--- src/rtl/inst_fetch_pkg.sv ---
// Shared pipeline constants: inst_type codes, NOP word and fetch FSM encoding.
package inst_fetch_pkg;

  localparam int unsigned INST_W = 32;
  localparam int unsigned TYPE_W = 3;
  localparam int unsigned IMME_W = 8;

  localparam logic [TYPE_W-1:0] INST_TYPE_JAL  = 3'b111;
  localparam logic [TYPE_W-1:0] INST_TYPE_JALR = 3'b101;
  localparam logic [TYPE_W-1:0] INST_TYPE_BCC  = 3'b100;

  localparam logic [INST_W-1:0] PKG_NOP_INST = 32'h0000_0013;

  localparam int unsigned ST_W = 2;
  localparam logic [ST_W-1:0] ST_IDLE = 2'd0;
  localparam logic [ST_W-1:0] ST_WAIT = 2'd1;
  localparam logic [ST_W-1:0] ST_HOLD = 2'd2;
  localparam logic [ST_W-1:0] ST_HALT = 2'd3;

endpackage

--- src/rtl/inst_fetch_predecode.sv ---
// Combinational pre-decode of the fields the next-PC logic consumes.
module inst_predecode
  import inst_fetch_pkg::*;
(
  input  logic [31:0]       inst_i,
  output logic [2:0]        inst_type_o,
  output logic [1:0]        funct2_o,
  output logic signed [7:0] imme_o
);

  logic unused_bits;

  assign inst_type_o = {inst_i[6], inst_i[3:2]};
  assign funct2_o    = {inst_i[14], inst_i[12]};

  // Word offset only exists for branches and JAL; everything else reads as 0.
  always_comb begin
    imme_o = '0;
    case (inst_type_o)
      INST_TYPE_BCC: imme_o = {inst_i[29:25], inst_i[11:9]};
      INST_TYPE_JAL: imme_o = inst_i[29:22];
      default:       imme_o = '0;
    endcase
  end

  assign unused_bits = ^{inst_i[31:30], inst_i[21:15], inst_i[13], inst_i[8:7],
                         inst_i[5:4], inst_i[1:0]};

endmodule

--- src/rtl/inst_fetch.sv ---
// IF front end: one outstanding imem read, bypass of returning data to ID,
// hold register across ID stalls, and halt on fetch address all-ones.
module inst_fetch
  import inst_fetch_pkg::*;
#(
  parameter int unsigned ADDR_W   = 8,
  parameter logic [31:0] NOP_INST = PKG_NOP_INST
) (
  input  logic              clk,
  input  logic              rst,
  input  logic [ADDR_W-1:0] pc_next,
  input  logic              nop,
  output logic              imem_req,
  output logic [ADDR_W-1:0] imem_addr,
  input  logic              imem_rvalid,
  input  logic [31:0]       imem_rdata,
  output logic              id_valid,
  output logic [31:0]       inst,
  output logic [2:0]        inst_type,
  output logic [1:0]        funct2,
  output logic signed [7:0] imme,
  output logic              halted
);

  localparam logic [ADDR_W-1:0] HALT_PC = '1;

  logic [ST_W-1:0] state_q, state_d;
  logic [31:0]     hold_q, hold_d;
  logic            req_c;
  logic            valid_c;
  logic [31:0]     inst_c;
  logic            halt_pc_c;

  assign halt_pc_c = (pc_next == HALT_PC);

  always_ff @(posedge clk or negedge rst) begin
    if (!rst) begin
      state_q <= ST_IDLE;
      hold_q  <= '0;
    end else begin
      state_q <= state_d;
      hold_q  <= hold_d;
    end
  end

  // Next-state, request and ID-presentation logic.
  always_comb begin
    state_d = state_q;
    hold_d  = hold_q;
    req_c   = 1'b0;
    valid_c = 1'b0;
    inst_c  = NOP_INST;
    case (state_q)
      ST_IDLE: begin
        if (halt_pc_c) begin
          state_d = ST_HALT;
        end else begin
          req_c   = 1'b1;
          state_d = ST_WAIT;
        end
      end
      ST_WAIT: begin
        if (imem_rvalid) begin
          valid_c = 1'b1;
          inst_c  = imem_rdata;
          if (nop) begin
            hold_d  = imem_rdata;
            state_d = ST_HOLD;
          end else if (halt_pc_c) begin
            state_d = ST_HALT;
          end else begin
            req_c = 1'b1;
          end
        end
      end
      ST_HOLD: begin
        valid_c = 1'b1;
        inst_c  = hold_q;
        if (!nop) begin
          if (halt_pc_c) begin
            state_d = ST_HALT;
          end else begin
            req_c   = 1'b1;
            state_d = ST_WAIT;
          end
        end
      end
      ST_HALT: state_d = ST_HALT;
      default: state_d = ST_IDLE;
    endcase
  end

  // IDLE requests combinationally, so mask while reset is still asserted.
  assign imem_req  = req_c & rst;
  assign imem_addr = imem_req ? pc_next : '0;
  assign id_valid  = valid_c;
  assign inst      = inst_c;
  assign halted    = (state_q == ST_HALT);

  inst_predecode u_predecode (
    .inst_i      (inst_c),
    .inst_type_o (inst_type),
    .funct2_o    (funct2),
    .imme_o      (imme)
  );

endmodule

--- config.mk ---
export PLATFORM = sky130hd
export DESIGN_NAME = inst_fetch
export DESIGN_NICKNAME = d
export VERILOG_FILES = /design/src/rtl/inst_fetch_pkg.sv /design/src/rtl/inst_fetch_predecode.sv /design/src/rtl/inst_fetch.sv
export SDC_FILE = /design/constraint.sdc
export NUM_CORES = 1
export LEC_CHECK = 0
export BUFFER_PORTS_ARGS = -buffer_cell sky130_fd_sc_hd__clkbuf_2
export CORE_ASPECT_RATIO = 0.9
export CORE_MARGIN = 2
export CORE_UTILIZATION = 47
export CTS_CLUSTER_DIAMETER = 150
export DETAILED_ROUTE_END_ITERATION = 7
export GPL_TIMING_DRIVEN = 0
export PLACE_DENSITY = 0.8
export RECOVER_POWER = 25
export SYNTH_ARGS = -nofsm -noshare
export SYNTH_HDL_FRONTEND = slang
export SYNTH_SLANG_ARGS = --single-unit
--- constraint.sdc ---
create_clock -name clk -period 1.9 [get_ports clk]
set_input_delay 0.285 -clock clk [delete_from_list [all_inputs] [get_ports clk]]
set_output_delay 0.285 -clock clk [all_outputs]
set_load 0.02 [all_outputs]
==> flow_metrics.env <==
export IMPL_status="finished with violations"
export IMPL_violations="negative setup slack"
export IMPL_drive_above_1_share=0.7949
export IMPL_syn_num_nets=257
export IMPL_design_area_mm2=0.004247
export IMPL_die_x_um=76.11
export IMPL_synth_compound_area_frac=0.1547
export IMPL_rows=23
export IMPL_hp_class="in -> reg"
export IMPL_rr_worst_depth=7
export IMPL_grt_overflow_total=0
export IMPL_start_kind="flip-flop"
export IMPL_fin_nets=404
export IMPL_port_buffers=99
export IMPL_cts_buffer_depth=2
export IMPL_min_path_cells=2
export IMPL_grt_pass1_vias=2273
export IMPL_mostFrequentLayoutCells="46 x buf_6, 45 x clkbuf_2, 38 x buf_4, 33 x dfrtp_1, 29 x mux2_2"
export IMPL_gp_congestion=0.7530
export IMPL_grt_pass1_wl_um=11880
export IMPL_relSlewSlack=0.2039
export IMPL_fin_skew_ns=0.01059
export IMPL_ys_warn_count=0
export IMPL_cts_sinks=34
export IMPL_firstDrtPassIters=5
export IMPL_synthSimpleGateAreaFrac=0.1889
export IMPL_dieArea_mm2=0.005244
export IMPL_synth_adder_area_share=0.02275
export IMPL_postRouteAntennaNets=0
export IMPL_antenna_found_initial=0
export IMPL_coreArea_mm2=0.004489
export IMPL_vias_per_cell=6.435
export IMPL_diodes=0
export IMPL_reg2reg_to="state_q[0]"
export IMPL_r2r_start="state_q[1]"
export IMPL_final_common_cell="buf_6"
export IMPL_drv_slew=0
export IMPL_async_flop_share=1.000
export IMPL_cts_root_buf="clkbuf_8"
export IMPL_syn_area_per_cell_um2=10.52
export IMPL_synth_largest_area_cell="dfrtp_1"
export IMPL_synth_cell_types=39
export IMPL_fin_ws_ns=-0.4548
export IMPL_synth_top_area_share=0.3868
export IMPL_initial_core_util=0.4900
export IMPL_hold_start="imem_rdata[27]"
export IMPL_synth_top_family_by_area="simple AND/OR/NAND/NOR gates"
export IMPL_grt_max_degree=24
export IMPL_synthMuxAreaShare=0.1638
export IMPL_endpoint_kind="output port"
export IMPL_p_total_mw=5.188
export IMPL_timing_critical_path_from="state_q[1]"
export IMPL_h_tree_depth=2
export IMPL_pre_cts_ws_ns=-0.4550
export IMPL_synth_edf_count=0
export IMPL_drt_iter0_markers=186
export IMPL_cts_buffers=5
export IMPL_tritoncts="built"
export IMPL_synth_seq_area_share=0.3868
export IMPL_syn_to_final_growth_pct=93.06
export IMPL_synth_area_mm2=0.002200
export IMPL_pin_count=100
export IMPL_cp_arrival_ns=2.07
export IMPL_die_h_um=68.90
export IMPL_period_share=1.239
export IMPL_worstPathMaxFanout=7
export IMPL_critPathKind="reg -> out"
export IMPL_synth_area_leaders="dfrtp_1 39%, mux2_2 15%, a22oi_1 7.8%"
export IMPL_setup_viol=56
export IMPL_grt_usage=0.2974
export IMPL_dominantRegCellSynth="dfrtp_1"
export IMPL_drcViolationCount=0
export IMPL_dp_hpwl_um=4399
export IMPL_r2r_slack_ns=-0.10
export IMPL_wl_per_cell_um=26.65
export IMPL_worstSkewPairLatency_ns=0.29
export IMPL_fin_crit_ns=2.355
export IMPL_place_area_mm2=0.002840
export IMPL_worstPathRequired_ns=1.62
export IMPL_fmax_mhz=424.7
export IMPL_num_vias=2690
export IMPL_synthXorXnorAreaFrac=0.003982
export IMPL_holdPathEnd="hold_q[27]"
export IMPL_ir_worst_vdd_uv=1133
export IMPL_pwr_density_cell_mw_per_mm2=1222
export IMPL_syn_instance_count=209
export IMPL_power_leakage_nw=1.843
export IMPL_cap_viol_max_count=0
export IMPL_clk_pin_slew_ns=0.08
export IMPL_finalHoldViolCount=0
export IMPL_rsz0062_at_grt="true"
export IMPL_tightest_slew_ns=1.190
export IMPL_ys_ff_latch=34
export IMPL_wirelength_um=11140
[state kept, by name, indices dropped and copies added, names as in the netlist]
register and cells:
state_q 2, hold_q 32
[how the worst max path moves through the flow]
| stage | cells after the start | endpoint | slack, ns |
|---|---|---|---|
| final | 6 | imme[7] | -0.45 |
| after global routing | 6 | imme[3] | -0.50 |
| after CTS | 7 | imme[6] | -0.37 |
| after global placement | 6 | imem_addr[7] | -0.36 |
| after detailed placement | 6 | imem_addr[7] | -0.45 |
| after floorplan | 6 | imme[0] | -0.19 |
[logic make-up after synthesis]
group / Yosys count
AOI/OAI and AO/OA: 44
xor gates and xnor gates: 1
adders and majority gates: 4
buffers and inverters: 29
DFF: 34
muxes: 32
and+or+nand+nor: 65
[cell type report]
class	instances	area (um2)
buffer	19	242.7
clock buffer	7	76.32
inverter	6	27.53
timing repair buffer	142	1241
tap	62	77.57
multi-input combinational	148	1729
fill	120	242.7
sequential	34	852.1
[power breakdown]
part | internal (mW) | switching, mW | total [mW]
registers | 1.08 | 0.314 | 1.40
clock network | 0.253 | 0.272 | 0.524
logic | 1.75 | 1.51 | 3.26
[timing repair]
| item | CTS | global route |
|---|---|---|
| gates cloned | 4 | 4 |
| buffers inserted | 21 | 15 |
| hold endpoints to repair | 11 | 0 |
| setup endpoints to repair | 55 | 55 |
| pin swaps | 22 | 33 |
| hold buffers | 2 | 0 |
| gates resized for setup | 149 | 143 |
[cells in the mapped netlist (2+ instances only)]
master and n:
dfrtp_1 34, mux2_2 29, nor2b_1 25, a22oi_1 23
buf_4 8, nor3b_1 8, clkbuf_1 7, inv_1 6
nand3_1 6, nand2_1 5, nor4b_1 5, and2_1 4
buf_2 4, buf_6 4, ha_1 4, a32o_1 3
mux2_1 3, nor2_1 3, o21ai_0 3, o32ai_1 3
a21oi_1 2, a32oi_1 2, and4_1 2
[critical path, stage by stage (launching register included)]
cell and delay [ns]:
dfrtp_1 0.42, buf_6 0.14, ha_4 0.20, a32oi_4 0.34
xor2_4 0.18, nor4b_2 0.28, buf_2 0.21
[metrics by stage]
| step | setup TNS [ns] | util | hold slack (ns) | instances |
|---|---|---|---|---|
| after floorplan | -1.933 | - | -0.01059 | 209 |
| after CTS | -11.55 | 0.8384 | 0.2446 | 402 |
| after detailed placement | -8.836 | 0.6327 | 0.4379 | 370 |
| after global routing | -16.49 | 0.9459 | 0.2588 | 418 |
| final | -15.27 | 0.9459 | 0.2609 | 418 |
| after global placement | -7.067 | 0.6327 | 0.4413 | 370 |
[routing by layer]
layer / GRT usage / up-vias / part of all wire
li1: - / 1063 / -
met1: 0.3462 / 1281 / 0.34
met2: 0.5681 / 268 / 0.50
met3: 0.06250 / 78 / 0.096
met4: 0.08864 / 0 / 0.067
met5: 0 / - / 0
(Power assumes the default switching activity.)
